==> src/rtl/vga_plot_pkg.sv <==
// vga_plot_pkg: shared definitions for the VGA plot-port arbiter.
//   X_W, Y_W, COLOUR_W : widths of the VGA adapter coordinate and colour buses.
//   BOX_W              : side of one board box in pixels (a burst is one box).
//   state_t            : arbiter FSM states.
package vga_plot_pkg;

  localparam int X_W      = 10;
  localparam int Y_W      = 9;
  localparam int COLOUR_W = 3;
  localparam int BOX_W    = 40;

  typedef enum logic [1:0] {
    IDLE    = 2'd0,
    BURST   = 2'd1,
    RELEASE = 2'd2
  } state_t;

endpackage

==> src/rtl/vga_plot_arbiter_rr_pick.sv <==
// rr_pick: combinational round-robin picker.
//   req    in  NUM_REQ  request vector
//   ptr    in  IDX_W    index with highest priority this round
//   winner out NUM_REQ  one-hot winner (zero when no request)
//   idx    out IDX_W    index of the winner
//   any    out 1        at least one request present
module rr_pick #(
  parameter int NUM_REQ = 3,
  parameter int IDX_W   = 2
) (
  input  logic [NUM_REQ-1:0] req,
  input  logic [IDX_W-1:0]   ptr,
  output logic [NUM_REQ-1:0] winner,
  output logic [IDX_W-1:0]   idx,
  output logic               any
);

  logic [NUM_REQ-1:0] rot;
  int                 sel;

  always_comb begin
    // Rotate so that bit 0 is the requester at ptr, then take the lowest set bit.
    rot = NUM_REQ'({req, req} >> ptr);
    sel = 0;
    any = |req;
    for (int k = NUM_REQ - 1; k >= 0; k--) begin
      if (rot[k]) sel = int'(ptr) + k;
    end
    if (sel >= NUM_REQ) sel = sel - NUM_REQ;
    idx    = IDX_W'(sel);
    winner = any ? (NUM_REQ'(1) << idx) : '0;
  end

endmodule

==> src/rtl/vga_plot_arbiter.sv <==
// vga_plot_arbiter: shares the single VGA adapter plot port between the
// background, foreground and bomb renderers. One requester owns the port for a
// whole burst; owners rotate round-robin. Granted pixels reach the adapter one
// registered stage later.
//
// Ports:
//   clk, reset           clock, synchronous active-high reset
//   req[NUM_REQ]         burst request, held for the whole burst
//   last[NUM_REQ]        final pixel of the burst (only with plot_i)
//   plot_i[NUM_REQ]      pixel valid per requester
//   x_i/y_i/colour_i     packed pixel data, requester i in slice i
//   grant[NUM_REQ]       registered one-hot grant
//   vga_x/y/colour/plot  registered adapter write port
//   busy                 arbiter not idle
//   timeout              one-cycle pulse on watchdog release
//
// Build option: define VGA_PLOT_ARB_WATCHDOG_EN to force a release after
// MAX_BURST accepted pixels without last.
module vga_plot_arbiter
  import vga_plot_pkg::*;
#(
  parameter int NUM_REQ   = 3,
  parameter int MAX_BURST = BOX_W * BOX_W
) (
  input  logic                          clk,
  input  logic                          reset,
  input  logic [NUM_REQ-1:0]            req,
  input  logic [NUM_REQ-1:0]            last,
  input  logic [NUM_REQ-1:0]            plot_i,
  input  logic [NUM_REQ*X_W-1:0]        x_i,
  input  logic [NUM_REQ*Y_W-1:0]        y_i,
  input  logic [NUM_REQ*COLOUR_W-1:0]   colour_i,
  output logic [NUM_REQ-1:0]            grant,
  output logic [X_W-1:0]                vga_x,
  output logic [Y_W-1:0]                vga_y,
  output logic [COLOUR_W-1:0]           vga_colour,
  output logic                          vga_plot,
  output logic                          busy,
  output logic                          timeout
);

  localparam int IDX_W = (NUM_REQ > 1) ? $clog2(NUM_REQ) : 1;
  localparam int CNT_W = $clog2(MAX_BURST + 1);
  localparam logic [CNT_W-1:0] CNT_MAX = CNT_W'(MAX_BURST);

  function automatic logic [CNT_W-1:0] sat_inc(input logic [CNT_W-1:0] v);
    return (v == CNT_MAX) ? v : v + 1'b1;
  endfunction

  function automatic logic [IDX_W-1:0] next_ptr(input logic [IDX_W-1:0] i);
    return (i == IDX_W'(NUM_REQ - 1)) ? '0 : i + 1'b1;
  endfunction

  state_t               state_q, state_d;
  logic [NUM_REQ-1:0]   grant_q, grant_d;
  logic [IDX_W-1:0]     ptr_q, ptr_d;
  logic [CNT_W-1:0]     cnt_q, cnt_d;
  logic                 timeout_q, timeout_d;

  logic [NUM_REQ-1:0]   win_onehot;
  logic [IDX_W-1:0]     win_idx;
  logic                 win_any;

  logic [NUM_REQ-1:0]   acc_vec;
  logic                 vld_p0;
  logic [X_W-1:0]       pix_x_p0;
  logic [Y_W-1:0]       pix_y_p0;
  logic [COLOUR_W-1:0]  pix_c_p0;

  logic                 vld_p1;
  logic [X_W-1:0]       pix_x_p1;
  logic [Y_W-1:0]       pix_y_p1;
  logic [COLOUR_W-1:0]  pix_c_p1;

  rr_pick #(
    .NUM_REQ (NUM_REQ),
    .IDX_W   (IDX_W)
  ) u_pick (
    .req    (req),
    .ptr    (ptr_q),
    .winner (win_onehot),
    .idx    (win_idx),
    .any    (win_any)
  );

  // Stage p0: select the granted requester's pixel. grant_q is only non-zero in
  // BURST, so no state qualification is needed here.
  assign acc_vec = grant_q & req & plot_i;
  assign vld_p0  = |acc_vec;

  always_comb begin
    pix_x_p0 = '0;
    pix_y_p0 = '0;
    pix_c_p0 = '0;
    for (int i = 0; i < NUM_REQ; i++) begin
      if (acc_vec[i]) begin
        pix_x_p0 = x_i[X_W*i +: X_W];
        pix_y_p0 = y_i[Y_W*i +: Y_W];
        pix_c_p0 = colour_i[COLOUR_W*i +: COLOUR_W];
      end
    end
  end

  always_comb begin
    state_d   = state_q;
    grant_d   = grant_q;
    ptr_d     = ptr_q;
    cnt_d     = cnt_q;
    timeout_d = 1'b0;
    unique case (state_q)
      IDLE: begin
        if (win_any) begin
          state_d = BURST;
          grant_d = win_onehot;
          ptr_d   = next_ptr(win_idx);
          cnt_d   = '0;
        end
      end
      BURST: begin
        // A dropped request aborts the burst; acc_vec is already zero then.
        if (|(grant_q & ~req)) begin
          state_d = RELEASE;
          grant_d = '0;
        end else if (vld_p0) begin
          cnt_d = sat_inc(cnt_q);
          if (|(acc_vec & last)) begin
            state_d = RELEASE;
            grant_d = '0;
          end
`ifdef VGA_PLOT_ARB_WATCHDOG_EN
          else if (cnt_q == CNT_MAX - 1'b1) begin
            state_d   = RELEASE;
            grant_d   = '0;
            timeout_d = 1'b1;
          end
`endif
        end
      end
      RELEASE: begin
        state_d = IDLE;
        grant_d = '0;
      end
      default: begin
        state_d = IDLE;
        grant_d = '0;
      end
    endcase
  end

  // Stage p1: registered adapter port and control state.
  always_ff @(posedge clk) begin
    if (reset) begin
      state_q   <= IDLE;
      grant_q   <= '0;
      ptr_q     <= '0;
      cnt_q     <= '0;
      timeout_q <= 1'b0;
      vld_p1    <= 1'b0;
      pix_x_p1  <= '0;
      pix_y_p1  <= '0;
      pix_c_p1  <= '0;
    end else begin
      state_q   <= state_d;
      grant_q   <= grant_d;
      ptr_q     <= ptr_d;
      cnt_q     <= cnt_d;
      timeout_q <= timeout_d;
      vld_p1    <= vld_p0;
      if (vld_p0) begin
        pix_x_p1 <= pix_x_p0;
        pix_y_p1 <= pix_y_p0;
        pix_c_p1 <= pix_c_p0;
      end
    end
  end

  assign grant      = grant_q;
  assign vga_x      = pix_x_p1;
  assign vga_y      = pix_y_p1;
  assign vga_colour = pix_c_p1;
  assign vga_plot   = vld_p1;
  assign busy       = (state_q != IDLE);
  assign timeout    = timeout_q;

endmodule

==> config.mk <==
export PLATFORM = sky130hd
export DESIGN_NAME = vga_plot_arbiter
export DESIGN_NICKNAME = d
export VERILOG_FILES = /design/src/rtl/vga_plot_pkg.sv /design/src/rtl/vga_plot_arbiter_rr_pick.sv /design/src/rtl/vga_plot_arbiter.sv
export SDC_FILE = /design/constraint.sdc
export NUM_CORES = 1
export LEC_CHECK = 0
export CORE_MARGIN = 5
export CORE_UTILIZATION = 40
export DETAILED_ROUTE_END_ITERATION = 10
export PLACE_DENSITY = 0.86
export SLEW_MARGIN = 40
export SYNTH_ARGS = -nofsm -noshare
export SYNTH_HDL_FRONTEND = slang
export SYNTH_SLANG_ARGS = --single-unit
==> constraint.sdc <==
create_clock -name clk -period 7.05 [get_ports clk]
set_input_delay 1.41 -clock clk [delete_from_list [all_inputs] [get_ports clk]]
set_output_delay 1.41 -clock clk [all_outputs]
set_load 0.02 [all_outputs]
# Yosys cells after proc, flatten, opt, wreduce, memory -nomap -nowiden
# Index checks and enable logic that the tools add are counted.
dict set report word_totals {
  output_inout_bits 28
  word_cells 56
  register_bits 30
  inputBits 77
}
dict set report classes {
  order_cmp 1
  muxes 24
  eq_ne 5
  n_addsub 4
  bitwise_logic 5
  shifts 2
  n_reduce_logical 8
}
# op n
set op_table {}
lappend op_table {{$mux 32} 3}
lappend op_table {{$ge 32x3->1 const B} 1}
lappend op_table {{$mux 10} 3}
lappend op_table {{$mux 9} 3}
lappend op_table {{$mux 3} 7}
lappend op_table {{$and 3x3->3} 4}
lappend op_table {{$mux 2} 6}
lappend op_table {{$reduce_or 3->1} 4}
lappend op_table {{$ne 3x3->1 const B} 2}
lappend op_table {{$pmux 3 s2} 1}
lappend op_table {{$shr 6x2->3} 1}
lappend op_table {{$pmux 2 s2} 1}
lappend op_table {{$add 2x1->3 const B} 1}
lappend op_table {{$add 2x2->3 const B} 1}
lappend op_table {{$not 3->3} 1}
lappend op_table {{$reduce_and 3->1} 1}
lappend op_table {{$shl 1x2->3 const A} 1}
lappend op_table {{$add 2x1->2 const B} 1}
lappend op_table {{$eq 2x1->1 const B} 1}
lappend op_table {{$eq 2x2->1 const B} 1}
lappend op_table {{$logic_not 2->1} 1}
lappend op_table {{$ne 2x1->1 const B} 1}
lappend op_table {{$reduce_and 2->1} 1}
lappend op_table {{$reduce_bool 2->1} 1}
lappend op_table {{$sub 2x1->2 const B} 1}

# Longest topological paths before layout
dict set report logic_depth {
  depth_word 9
  depth_mapped 9
  ltp_nobuf 8
}

# Hierarchy
# Synthesis repeated with hierarchy kept, for this count alone.
dict set report hier_totals {
  cells_unflattened 248
  hier_area_um2 2155.8
}
# module area_per_inst_um2 seq_area_each_um2 n_inst cells_each
set by_module_without_submodules {}
lappend by_module_without_submodules {vga_plot_arbiter 1818.0 600.6 1 200}
lappend by_module_without_submodules {rr_pick 337.8 0.0 1 48}

# Least setup slack after synthesis
# OpenSTA, ideal clock, no wires.
dict set report synth_timing {
  kind {input to register}
  start {input port req[1]}
  end {register grant_q[2] (netlist: grant[2])}
  slack_ns 3.723
  n_path_buf 1
  cell_stages 9
  arrival_ns 3.252
  required_ns 6.976
  setup_time_ns 0.074
  path_cell_list {buf_2 -> nand4bb_1 -> o211ai_2 -> a221oi_2 -> inv_1 -> ha_1 -> a221o_1 -> or4_1 -> a31oi_1}
}
dict set report synth_between {
  elab_chain_len 9
  elab_cells_between_ends 24
  classes_between {add/sub: 1; order compare: 1; eq/ne: 3; shift: 2; mux: 7; bitwise: 5; reduce/logical: 5}
}
# element line_no
set synth_lines {}
lappend synth_lines {{from (decl)} vga_plot_arbiter.sv:27} ;# input logic [NUM_REQ-1:0] req,
lappend synth_lines {{$shr 6x2->3} vga_plot_arbiter_rr_pick.sv:23} ;# rot = NUM_REQ'({req, req} >> ptr);
lappend synth_lines {{$mux 32 (3 in series)} vga_plot_arbiter_rr_pick.sv:27} ;# if (rot[k]) sel = int'(ptr) + k;
lappend synth_lines {{$ge 32x3->1 or $sub 2x1->2 (tied branches)} vga_plot_arbiter_rr_pick.sv:29} ;# if (sel >= NUM_REQ) sel = sel - NUM_REQ;
lappend synth_lines {{$mux 2} vga_plot_arbiter_rr_pick.sv:29}
lappend synth_lines {{$shl 1x2->3} vga_plot_arbiter_rr_pick.sv:31} ;# winner = any ? (NUM_REQ'(1) << idx) : '0;
lappend synth_lines {{$mux 3} vga_plot_arbiter.sv:112} ;# if (win_any) begin
lappend synth_lines {{$pmux 3 s2} vga_plot_arbiter.sv:110} ;# unique case (state_q)
lappend synth_lines {{to (signal assigned)} vga_plot_arbiter.sv:164} ;# grant_q <= grant_d;
lappend synth_lines {{to (decl)} vga_plot_arbiter.sv:55} ;# logic [NUM_REQ-1:0] grant_q, grant_d;
# Several ways; a longest one is shown, not always the timed one. The select of a mux whose other input is x is not followed.
# A chain may end at the register's enable or synchronous reset.

# Worst setup path in the final report
dict set report layout_timing {
  start {input port req[0]}
  end {register grant_q[2] (netlist: grant[2])}
}
# Same word-level chain as after synthesis.

==> flow_metrics.py <==
metrics = {
    "route": {
        "via_per_inst": 5.433,
        "drtIter0Drc": 174,
        "routedWlPerCell_um": 15.50,
        "detail_route.wirelength_mm": 5.688,
        "vias": 1994,
        "drc": 0,
        "ant_nets": 0,
        "dr.pass1.iters": 4,
    },
    "cells_and_area": {
        "final_common_cell": "clkdlybuf4s50_1",
        "n_antenna_cell": 0,
        "drive_above_1_share": 0.04416,
        "fin_cells": 367,
        "layout_common_cells": "clkdlybuf4s50_1 (102), nor2_1 (48), dfxtp_1 (30)",
        "final_nets": 396,
        "syn_to_final_growth_pct": 64.53,
    },
    "grt": {
        "antenna_found_initial": 0,
        "grt_pass1_vias": 1874,
        "grt_max_degree": 47,
        "overflow": 0,
        "grt_pass1_wl_mm": 8.576,
        "grtUsageTotal": 0.1987,
    },
    "power": {
        "p_int_w": 0.0003836,
        "pwr-share-clk": 0.221,
        "p_sw_w": 0.0001893,
        "p_leak_nw": 1.026,
        "combPwrFrac": 0.398,
        "p_per_area_nw_per_um2": 207.9,
        "ir_worst_vdd_v": 0.0001249,
        "p_seq_frac": 0.380,
        "p_sw_frac": 0.3305,
    },
    "cts": {
        "clock-sinks": 30,
        "cts_resized": 0,
        "clk_pin_slew_ps": 60,
        "cts_tree": "done",
        "ctsRootBufferMaster": "clkbuf_8",
        "insertion_delay_ps": 280,
        "htreeDepth": 2,
        "cts_buffers": 5,
        "hold_buffers": 0,
        "post-cts-setup-buffers": 0,
        "clk_path_buf_depth": 2,
    },
    "run_status": {
        "run_status": "finished clean",
    },
    "placed_design": {
        "dp.cells": 360,
        "place.gp.congestion": 0.8164,
        "port-buffer-count": 103,
        "dp_hpwl_mm": 4.212,
    },
    "sta": {
        "fin_crit_ps": 3834,
        "worst_pin_slew_ps": 756.5,
        "grt_setup_unrepaired": "no",
        "tns_ps": 0,
        "clock.fmax_mhz": 260.8,
        "fin_skew_ps": 6.184,
        "drv_slew": 0,
        "setup_viol": 0,
        "relSlewSlack": 0.4942,
        "hold_viol": 0,
        "finalCritPeriodShare": 0.5439,
    },
    "yosys": {
        "synth_warnings": 0,
        "synth_top_cell_by_area": "dfxtp_1",
        "synth_area_um2": 1675,
        "ys_seq_area_frac": 0.3585,
        "ys_seq_elements": 30,
        "synthTopCellsByArea": "dfxtp_1 (36%), nor2_1 (11%), o22ai_1 (8.2%)",
        "synth_area_per_cell_um2": 7.446,
        "syn_inst": 225,
        "syn_nets": 304,
        "ys_types": 44,
        "synth.top_cell.area_share": 0.3585,
    },
    "die": {
        "die_y_um": 74.72,
        "dieWidth_um": 74.72,
        "start_util": 0.4158,
        "rows": 23,
        "coreArea_um2": 4029,
        "io_pins": 105,
        "dieArea_um2": 5582,
    },
    "critical_path": {
        "cpPeakStageDelay_ps": 720,
        "crit_chain": "clkdlybuf4s50_1, or4b_4, o211ai_2, a221oi_2, inv_1, ha_1, a221o_1, or4_1, a31oi_1",
        "setup.worst_path.end_class": "register",
        "start_kind": "input pin",
        "crit_family": "compound AO/OA/AOI/OAI gates",
        "critPathMaxFanout": 13,
        "reg2reg_to": "grant[2]$_SDFFE_PP0P_",
        "required_ps": 7250,
        "worstPathArrival_ps": 4030,
        "crit_buf_inv": 2,
        "crit_start": "req[0]",
        "slowest_stage": "clkdlybuf4s50_1",
        "endpoint": "grant[2]$_SDFFE_PP0P_",
        "reg2reg_slack_ps": 4460,
        "crit_cells": 9,
        "worstSetupPathType": "in -> reg",
        "rr_startpoint": "ptr_q[0]$_SDFFE_PP0P_",
        "r2r_cells": 7,
    },
    "min_path": {
        "holdCritStartpoint": "state_q[0]$_SDFFE_PP0P_",
        "min-delay-path-class": "reg -> reg",
    },
    "run": {
        "drv_cap": 0,
    },
}
[power by group through the flow]
| stage | Clock [W] | Sequential, W | Combinational, W |
|---|---|---|---|
| 2_1_floorplan | 0 | 0.000241 | 0.000102 |
| 3_3_place_gp | 0 | 0.000220 | 0.000224 |
| 3_5_place_dp | 0 | 0.000221 | 0.000228 |
| 4_1_cts | 0.000130 | 0.000218 | 0.000229 |
| 5_1_grt | 0.000138 | 0.000223 | 0.000247 |
| 6_report | 0.000127 | 0.000218 | 0.000228 |
[metal layers]
| layer | part of all wire | global-route usage | wire length (um) | vias to the layer above |
|---|---|---|---|---|
| met5 | 0 | 0 | 0 | - |
| met4 | 0.021 | 0.07312 | 120 | 0 |
| met3 | 0.083 | 0.06142 | 474 | 8 |
| met2 | 0.51 | 0.3424 | 2917 | 78 |
| met1 | 0.38 | 0.2320 | 2175 | 908 |
| li1 | - | - | - | 1000 |
[how the worst min path moves through the flow]
stage,to,slack (ps),cells after the start
final,state_q[1]$_SDFFE_PP0P_,490,2
after global routing,state_q[1]$_SDFFE_PP0P_,520,2
after CTS,state_q[1]$_SDFFE_PP0P_,490,2
after detailed placement,state_q[1]$_SDFFE_PP0P_,480,2
after global placement,state_q[1]$_SDFFE_PP0P_,470,2
after floorplan,state_q[1]$_SDFFE_PP0P_,450,2
[cell families (layout without fill, tap and decap cells)]
| kind of cell | after synthesis | in the layout | share of synthesized area |
|---|---|---|---|
| buf+inv | 21 | 113 | 0.06348 |
| simple gates | 82 | 82 | 0.2382 |
| fa+ha+maj | 2 | 2 | 0.01493 |
| other cells | 1 | 1 | 0.002238 |
| flops | 30 | 30 | 0.3585 |
| mux | 2 | 2 | 0.01270 |
| compound gates | 87 | 87 | 0.3099 |
[sequential cells by signal, indices dropped and copies added, names as in the netlist]
signal and cells:
grant 3, state_q 2, vga_x 10, vga_y 9, vga_colour 3, ptr_q 2, vga_plot 1
[layout make-up]
class                      instances  area (um2)
clock buffer                       7       76.32
inverter                           2       7.507
timing repair buffer             104        1033
sequential                        30       600.6
tap                               50       62.56
multi-input combinational        174       975.9
fill                             338        1272
[synthesized netlist by cell type, drive strengths merged]
library cell   n
or4            1
a21o           1
a31oi          6
or3b           1
nor2          48
or3            1
nor2b          1
o22ai         22
and2b          1
nand2          7
nand3          5
nor3           1
a21bo          1
conb           1
a22o           1
o31ai          1
clkbuf        11
dfxtp         30
nand2b         3
mux2i          1
buf            7
a21boi         2
o32ai          1
ha             2
dlygate4sd1    1
o211ai         1
or2            2
nand4bb        2
o21ai         22
nand3b         2
a221oi         2
nand4b         2
nand4          3
a221o          1
or4b           1
mux2           1
a21oi         26
nor3b          1
inv            2
[worst min-delay path: stages (launching register included)]
cell and delay (ps):
dfxtp_1 300, nand2b_1 90, nor3b_1 50
[per-stage QoR]
step	hold WS, ps	utilization	instance area [um2]	worst slack [ps]	power [W]
3_5_place_dp	478.5	0.6646	2678	2955	0.0004487
3_3_place_gp	472.2	0.6646	2678	2842	0.0004445
6_report	485.6	0.6842	2756	3216	0.0005729
5_1_grt	516.3	0.6842	2756	3075	0.0006082
4_1_cts	486.6	0.6835	2754	3246	0.0005769
2_1_floorplan	454.9	-	1675	3723	0.0003423
(Power assumes the default switching activity.)
